`src/rtl/msu_regs_prefetch_if.sv`:
```
// Bus and fetch-engine signal bundle for the MSU register block.
// slave: the register block's view; master: the SNES bus / storage side.
interface msu_regs_prefetch_if;
  logic        ENABLE;
  logic        RD_N;
  logic        WR_N;
  logic        SYSCLKF_CE;
  logic [23:0] ADDR;
  logic [7:0]  DIN;
  logic [7:0]  DOUT;
  logic        MSU_SEL;
  logic [31:0] fetch_addr;
  logic        fetch_req;
  logic        fetch_ack;
  logic [7:0]  fetch_data;

  modport slave (
    input  ENABLE, RD_N, WR_N, SYSCLKF_CE, ADDR, DIN, fetch_ack, fetch_data,
    output DOUT, MSU_SEL, fetch_addr, fetch_req
  );

  modport master (
    output ENABLE, RD_N, WR_N, SYSCLKF_CE, ADDR, DIN, fetch_ack, fetch_data,
    input  DOUT, MSU_SEL, fetch_addr, fetch_req
  );
endinterface

```
`src/rtl/msu_regs_prefetch.sv`:
```
// MSU-1 register block with a prefetch FIFO on the $2001 data port.
// A single-outstanding req/ack engine keeps the FIFO topped up from
// fetch_addr; a seek flushes the FIFO and holds data_busy until PREFILL
// bytes are buffered.
module msu_regs_prefetch #(
  parameter int          FIFO_DEPTH = 8,
  parameter int          PREFILL    = 4,
  parameter logic [11:0] ADDR_BASE  = 12'h200,
  parameter logic [2:0]  REVISION   = 3'd2
)(
  input  logic                        CLK,
  input  logic                        RST_N,
  msu_regs_prefetch_if.slave          bus,
  output logic [15:0]                 track_num,
  output logic                        track_request,
  input  logic                        track_mounting,
  output logic [7:0]                  volume,
  input  logic                        status_track_missing,
  output logic                        status_audio_repeat,
  output logic                        status_audio_playing,
  input  logic                        audio_stop,
  output logic                        data_busy,
  output logic [$clog2(FIFO_DEPTH):0] fifo_level,
  output logic                        data_underrun
);
  localparam int AW = $clog2(FIFO_DEPTH);
  localparam int LW = AW + 1;
  localparam logic [LW-1:0] DEPTH_L   = LW'(FIFO_DEPTH);
  localparam logic [LW-1:0] PREFILL_L = LW'(PREFILL);
  localparam logic [0:0] ST_IDLE = 1'b0;
  localparam logic [0:0] ST_REQ  = 1'b1;

  logic [0:0]    state;
  logic          sel, wr, seek, rd_data, rd_data_q, pop_edge, push, pop;
  logic          discard, mount_q;
  logic [23:0]   seek_shadow;
  logic [7:0]    track_lsb;
  logic [7:0]    mem [FIFO_DEPTH];
  logic [AW-1:0] wptr, rptr;
  logic          unused_addr;

  assign unused_addr = ^{bus.ADDR[23], bus.ADDR[21:16]};

  assign sel      = bus.ENABLE & ~bus.ADDR[22] & (bus.ADDR[15:4] == ADDR_BASE) & ~bus.ADDR[3];
  assign bus.MSU_SEL = sel;
  assign wr       = sel & bus.SYSCLKF_CE & ~bus.WR_N;
  assign seek     = wr & (bus.ADDR[2:0] == 3'd3);
  assign rd_data  = sel & ~bus.RD_N & (bus.ADDR[2:0] == 3'd1);
  // Pop at the end of the $2001 access so the byte stays on DOUT throughout it.
  assign pop_edge = rd_data_q & ~rd_data;
  assign pop      = pop_edge & ~data_busy & (fifo_level != '0);
  // A seek in the ack cycle wins: the returning byte belongs to the old stream.
  assign push     = (state == ST_REQ) & bus.fetch_ack & ~discard & ~seek;
  assign bus.fetch_req = (state == ST_REQ);

  // Fetch engine: one request in flight; discard flags a request made stale by a seek.
  always_ff @(posedge CLK) begin
    if (!RST_N) begin
      state          <= ST_IDLE;
      discard        <= 1'b0;
      bus.fetch_addr <= '0;
    end else begin
      if (state == ST_IDLE) begin
        if (fifo_level < DEPTH_L) state <= ST_REQ;
      end else if (bus.fetch_ack) begin
        state   <= ST_IDLE;
        discard <= 1'b0;
        if (push) bus.fetch_addr <= bus.fetch_addr + 32'd1;
      end else if (seek) begin
        discard <= 1'b1;
      end
      if (seek) bus.fetch_addr <= {bus.DIN, seek_shadow};
    end
  end

  // FIFO pointers and occupancy; a seek flushes everything.
  always_ff @(posedge CLK) begin
    if (!RST_N) begin
      wptr       <= '0;
      rptr       <= '0;
      fifo_level <= '0;
    end else if (seek) begin
      wptr       <= '0;
      rptr       <= '0;
      fifo_level <= '0;
    end else begin
      if (push) wptr <= wptr + 1'b1;
      if (pop)  rptr <= rptr + 1'b1;
      if (push && !pop)      fifo_level <= fifo_level + 1'b1;
      else if (pop && !push) fifo_level <= fifo_level - 1'b1;
    end
  end

  // FIFO storage, no reset needed.
  always_ff @(posedge CLK) begin
    if (RST_N && push) mem[wptr] <= bus.fetch_data;
  end

  // Busy tracking and underrun detection on the $2001 read edge.
  always_ff @(posedge CLK) begin
    if (!RST_N) begin
      rd_data_q     <= 1'b0;
      data_underrun <= 1'b0;
      data_busy     <= 1'b0;
    end else begin
      rd_data_q     <= rd_data;
      data_underrun <= pop_edge & ~data_busy & (fifo_level == '0);
      if (seek)                                     data_busy <= 1'b1;
      else if (data_busy && fifo_level >= PREFILL_L) data_busy <= 1'b0;
    end
  end

  // Register writes plus track/audio status; bus writes win over event clears.
  always_ff @(posedge CLK) begin
    if (!RST_N) begin
      seek_shadow          <= '0;
      track_lsb            <= '0;
      track_num            <= '0;
      track_request        <= 1'b0;
      volume               <= '0;
      status_audio_repeat  <= 1'b0;
      status_audio_playing <= 1'b0;
      mount_q              <= 1'b0;
    end else begin
      mount_q <= track_mounting;
      if (wr && bus.ADDR[2:0] == 3'd0) seek_shadow[7:0]   <= bus.DIN;
      if (wr && bus.ADDR[2:0] == 3'd1) seek_shadow[15:8]  <= bus.DIN;
      if (wr && bus.ADDR[2:0] == 3'd2) seek_shadow[23:16] <= bus.DIN;
      if (wr && bus.ADDR[2:0] == 3'd4) track_lsb <= bus.DIN;
      if (wr && bus.ADDR[2:0] == 3'd6) volume    <= bus.DIN;
      if (wr && bus.ADDR[2:0] == 3'd5) begin
        track_num     <= {bus.DIN, track_lsb};
        track_request <= 1'b1;
      end else if (mount_q && !track_mounting) begin
        track_request <= 1'b0;
      end
      if (wr && bus.ADDR[2:0] == 3'd7) begin
        status_audio_repeat  <= bus.DIN[1];
        status_audio_playing <= bus.DIN[0];
      end else if (audio_stop) begin
        status_audio_playing <= 1'b0;
      end
    end
  end

  // Read data is registered every cycle from the low address bits.
  always_ff @(posedge CLK) begin
    if (!RST_N) begin
      bus.DOUT <= 8'h00;
    end else begin
      case (bus.ADDR[2:0])
        3'd0: bus.DOUT <= {data_busy, track_request, status_audio_repeat,
                           status_audio_playing, status_track_missing, REVISION};
        3'd1: bus.DOUT <= (data_busy || fifo_level == '0) ? 8'h00 : mem[rptr];
        3'd2: bus.DOUT <= 8'h53;
        3'd3: bus.DOUT <= 8'h2D;
        3'd4: bus.DOUT <= 8'h4D;
        3'd5: bus.DOUT <= 8'h53;
        3'd6: bus.DOUT <= 8'h55;
        default: bus.DOUT <= 8'h31;
      endcase
    end
  end
endmodule

```
`src/flat_wrapper.sv`:
```
// flat-port wrapper written by rule: the top's interface ports become plain ports
module msu_regs_prefetch_flat 
#(
  parameter int          FIFO_DEPTH = 8,
  parameter int          PREFILL    = 4,
  parameter logic [11:0] ADDR_BASE  = 12'h200,
  parameter logic [2:0]  REVISION   = 3'd2
)
  (CLK, RST_N, track_num, track_request, track_mounting, volume, status_track_missing, status_audio_repeat, status_audio_playing, audio_stop, data_busy, fifo_level, data_underrun, bus_ENABLE, bus_RD_N, bus_WR_N, bus_SYSCLKF_CE, bus_ADDR, bus_DIN, bus_fetch_ack, bus_fetch_data, bus_DOUT, bus_MSU_SEL, bus_fetch_addr, bus_fetch_req);
  msu_regs_prefetch_if bus_i ();
  input  logic CLK;
  input  logic RST_N;
  output logic [15:0] track_num;
  output logic track_request;
  input  logic track_mounting;
  output logic [7:0] volume;
  input  logic status_track_missing;
  output logic status_audio_repeat;
  output logic status_audio_playing;
  input  logic audio_stop;
  output logic data_busy;
  output logic [$clog2(FIFO_DEPTH):0] fifo_level;
  output logic data_underrun;
  input wire logic [$bits(bus_i.ENABLE)-1:0] bus_ENABLE;
  input wire logic [$bits(bus_i.RD_N)-1:0] bus_RD_N;
  input wire logic [$bits(bus_i.WR_N)-1:0] bus_WR_N;
  input wire logic [$bits(bus_i.SYSCLKF_CE)-1:0] bus_SYSCLKF_CE;
  input wire logic [$bits(bus_i.ADDR)-1:0] bus_ADDR;
  input wire logic [$bits(bus_i.DIN)-1:0] bus_DIN;
  input wire logic [$bits(bus_i.fetch_ack)-1:0] bus_fetch_ack;
  input wire logic [$bits(bus_i.fetch_data)-1:0] bus_fetch_data;
  output wire logic [$bits(bus_i.DOUT)-1:0] bus_DOUT;
  output wire logic [$bits(bus_i.MSU_SEL)-1:0] bus_MSU_SEL;
  output wire logic [$bits(bus_i.fetch_addr)-1:0] bus_fetch_addr;
  output wire logic [$bits(bus_i.fetch_req)-1:0] bus_fetch_req;
  assign bus_i.ENABLE = bus_ENABLE;
  assign bus_i.RD_N = bus_RD_N;
  assign bus_i.WR_N = bus_WR_N;
  assign bus_i.SYSCLKF_CE = bus_SYSCLKF_CE;
  assign bus_i.ADDR = bus_ADDR;
  assign bus_i.DIN = bus_DIN;
  assign bus_i.fetch_ack = bus_fetch_ack;
  assign bus_i.fetch_data = bus_fetch_data;
  assign bus_DOUT = bus_i.DOUT;
  assign bus_MSU_SEL = bus_i.MSU_SEL;
  assign bus_fetch_addr = bus_i.fetch_addr;
  assign bus_fetch_req = bus_i.fetch_req;
  msu_regs_prefetch #(.FIFO_DEPTH(FIFO_DEPTH), .PREFILL(PREFILL), .ADDR_BASE(ADDR_BASE), .REVISION(REVISION)) u_core (.CLK(CLK), .RST_N(RST_N), .bus(bus_i), .track_num(track_num), .track_request(track_request), .track_mounting(track_mounting), .volume(volume), .status_track_missing(status_track_missing), .status_audio_repeat(status_audio_repeat), .status_audio_playing(status_audio_playing), .audio_stop(audio_stop), .data_busy(data_busy), .fifo_level(fifo_level), .data_underrun(data_underrun));
endmodule
```
`config.mk`:
```
export PLATFORM = sky130hd
export DESIGN_NAME = msu_regs_prefetch_flat
export DESIGN_NICKNAME = d
export VERILOG_FILES = /design/src/rtl/msu_regs_prefetch_if.sv /design/src/rtl/msu_regs_prefetch.sv /design/src/flat_wrapper.sv
export SDC_FILE = /design/constraint.sdc
export NUM_CORES = 1
export LEC_CHECK = 0
export CORE_MARGIN = 3
export CORE_UTILIZATION = 48
export DETAILED_ROUTE_END_ITERATION = 10
export PLACE_DENSITY = 0.76
export SKIP_CTS_REPAIR_TIMING = 1
export SLEW_MARGIN = 10
export SYNTH_ARGS = -nofsm -noshare
export SYNTH_HDL_FRONTEND = slang
export SYNTH_SLANG_ARGS = --single-unit
```
`constraint.sdc`:
```
create_clock -name CLK -period 3.4 [get_ports CLK]
set_input_delay 1.02 -clock CLK [delete_from_list [all_inputs] [get_ports CLK]]
set_output_delay 1.02 -clock CLK [all_outputs]
set_load 0.01 [all_outputs]
```
==> results.sh <==
export IMPL_dp_hpwl_um=13600
export IMPL_start_util=0.496
export IMPL_syn_area_per_cell_um2=11.5
export IMPL_globalplace_congestion=0.852
export IMPL_grt_pass1_vias=5824
export IMPL_worst_slew_pin_slew_ns=0.887
export IMPL_gr_usage_all_layers=0.220
export IMPL_grt_pass1_wl_um=30100
export IMPL_synth_seq_area_share=0.564
export IMPL_vias_per_cell=5.52
export IMPL_grt_setup_unrepaired="false"
export IMPL_m1WireLength_um=7580
export IMPL_fill_cells=1196
export IMPL_drive_gt1_frac=0.168
export IMPL_rows=45
export IMPL_period_share=0.970
export IMPL_top_layer="met4"
export IMPL_routed_wl_um=18800
export IMPL_path_class="in2out"
export IMPL_firstDrtPassIters=7
export IMPL_ios=125
export IMPL_antenna_found_initial=1
export IMPL_synth_cell_area_mm2=0.00759
export IMPL_wl_met3_um=1010
export IMPL_vias=5740
export IMPL_required_ns=2.38
export IMPL_timing_fmax_mhz=303
export IMPL_crit_path_end_kind="output pin"
export IMPL_detail_route_antenna_nets=0
export IMPL_fin_cells=1039
export IMPL_hold_class="reg2reg"
export IMPL_synth_fp_nets=719
export IMPL_arrival_ns=2.28
export IMPL_clkTransAtPathRegs_ns=0.07
export IMPL_setup_viol=0
export IMPL_grt_max_degree=72
export IMPL_drc=0
export IMPL_cts_buffers=17
export IMPL_relSlewSlack=0.408
export IMPL_cts_root_buffer="clkbuf_16"
export IMPL_grt_overflow=0
export IMPL_synth_edff_count=64
export IMPL_ir_drop_uv=533
export IMPL_yosys_warnings=0
export IMPL_clkLatencyLatePin_ns=0.44
export IMPL_syn_instance_count=662
export IMPL_clock_sinks=182
export IMPL_core_area_mm2=0.0153
export IMPL_min_period_ns=3.30
export IMPL_clockBufferDepth=2
export IMPL_cts_tree="done"
export IMPL_die_y_um=132
export IMPL_ys_async_sr_fraction=0
export IMPL_ys_ff_latch=182
export IMPL_worstPathMaxFanout=4
export IMPL_io_buffers=117
export IMPL_finClkSkew_ns=0.0120
export IMPL_yosys_most_used_dff="dfxtp_1"
export IMPL_synth_distinct_cells=59
export IMPL_fp_dieArea_mm2=0.0174
export IMPL_outcome="completed"
export IMPL_cap_violations=0
export IMPL_worstSetupStartpointType="input port"
export IMPL_finalMaxSlewViolations=0
export IMPL_areaGrowthSynthToFinish_pct=30.7
export IMPL_dpl_cell_count=1004
export IMPL_final_nets=870
export IMPL_final_hold_violation_count=0
export IMPL_fp_dieW_um=132
export IMPL_cts_max_level=4
export IMPL_total_power_uw=4420
export IMPL_wl_met2_um=9790
export IMPL_drt_initial_drc_count=450
export IMPL_wl_per_cell_um=18.1
export IMPL_power_leakage_uw=0.00352
export IMPL_power_density_mw_per_mm2=446
-- cell families (layout without fill, tap and decap cells) --
| kind of cell | Yosys count | in the layout | synth area share |
|---|---|---|---|
| buffers and inverters | 47 | 211 | 0.0272 |
| adder cells (fa/ha/maj) | 7 | 7 | 0.0125 |
| AND/OR/NAND/NOR | 228 | 228 | 0.170 |
| AO/OA/AOI/OAI | 107 | 107 | 0.0854 |
| multiplexers | 53 | 53 | 0.0963 |
| flip-flops | 182 | 182 | 0.564 |
| other | 0 | 2 | 0 |
| XOR/XNOR | 38 | 38 | 0.0438 |
-- registers in the layout, summed over array words and instances (netlist names), named ones only --
signal                       flops
u_core.mount_q                   1
u_core.rd_data_q                 1
u_core.status_audio_repeat       1
u_core.track_request             1
u_core.volume                    8
u_core.track_lsb                 8
u_core.bus.fetch_req             1
u_core.bus.DOUT                  8
u_core.data_underrun             1
u_core.wptr                      3
u_core.fifo_level                4
u_core.discard                   1
u_core.rptr                      3
u_core.mem                      64
u_core.bus.fetch_addr           32
u_core.seek_shadow              24
u_core.status_audio_playing      1
u_core.track_num                16
u_core.data_busy                 1
-- worst max-delay path, cell delays in order --
cell and delay (ns):
clkdlybuf4s50_1 0.48, nor4_4 0.32, and4_4 0.29, clkbuf_2 0.16
-- per-layer routing --
layer | vias up | GRT usage
li1 | 2738 | -
met1 | 2786 | 0.260
met2 | 188 | 0.389
met3 | 28 | 0.0469
met4 | 0 | 0.0951
met5 | - | 0
-- cell type report --
class	count	area (µm²)	area share
multi-input combinational	433	3120	0.315
clock inverter	14	130	0.0131
timing repair buffer	170	1650	0.166
tap	211	264	0.0266
sequential	182	4280	0.432
clock buffer	18	429	0.0433
inverter	9	33.8	0.00341
antenna	2	5.00	0.000505
-- Yosys cell counts, types with 3 or more instances --
cell      count  share of area
mux2i_1      37          0.049
nand4_1      17          0.014
and4_1        5         0.0058
ha_1          6         0.0099
or4_1         3         0.0030
nor4b_1       3         0.0035
a21oi_1      27          0.018
xor2_1       25          0.029
a21o_1        3         0.0030
buf_2        12         0.0079
buf_1         6         0.0030
nand3_2       4         0.0053
dfxtp_1     118           0.31
nor2_1       62          0.031
o22ai_1       6         0.0049
inv_1         8         0.0040
nor3b_1       7         0.0069
edfxtp_1     64           0.25
nand2b_1      3         0.0025
and3_1        6         0.0049
xnor2_1      13          0.015
nand3_1      38          0.025
o21ai_1       4         0.0026
nor3_1        8         0.0053
a211oi_1     10         0.0099
and2_1        5         0.0041
o21ai_2       8         0.0092
nand2_1      36          0.018
mux4_2       16          0.047
nor4_1        3         0.0025
nand3b_1      4         0.0040
o21ai_0      39          0.026
or3_1         4         0.0033
clkbuf_1     17         0.0084
-- cells in the final DEF, fill, tap and decap left out, drive strengths merged, types with 16 or more instances in the layout --
master / count
mux4: 16
dfxtp: 118
edfxtp: 64
inv: 16
mux2i: 37
nand4: 19
xor2: 25
a21oi: 27
nand2: 37
nor2: 62
nand3: 42
clkbuf: 19
o21ai: 51
buf: 54
clkdlybuf4s50: 109
-- path summary, 6_finish.rpt --
kind / from / to / slack, ns / cells after the start
hold / removal: u_core.track_lsb[7]$_SDFFE_PN0P_ / u_core.track_num[7]$_SDFFE_PN0P_ / 0.47 / 2
hold reg to reg: u_core.track_lsb[7]$_SDFFE_PN0P_ / u_core.track_num[7]$_SDFFE_PN0P_ / 0.47 / 2
setup / recovery: bus_ADDR[11] / bus_MSU_SEL / 0.10 / 4
setup reg to reg: u_core.fifo_level[0]$_SDFFE_PP0P_ / u_core.fifo_level[3]$_SDFFE_PP0P_ / 0.72 / 12
-- power breakdown --
group | leakage, µW | internal [µW] | switching, µW
registers | 0.00153 | 2270 | 17.5
logic | 0.00171 | 132 | 144
clock network | 0.000274 | 967 | 891
-- per-stage QoR --
| stage | setup TNS, ns | util | hold WS [ns] | setup slack (ns) | cell area, µm² |
|---|---|---|---|---|---|
| after detailed placement | -7.76 | 0.610 | 0.449 | -0.516 | 9340 |
| after CTS | -0.520 | 0.646 | 0.464 | -0.445 | 9890 |
| after global routing | 0 | 0.648 | 0.482 | 0.00852 | 9920 |
| final | 0 | 0.648 | 0.467 | 0.102 | 9920 |
| after global placement | -7.23 | 0.610 | 0.448 | -0.443 | 9340 |
| after floorplan | 0 | - | 0.440 | 0.00853 | 7610 |
Note: power is estimated with default switching activity, not from simulation.
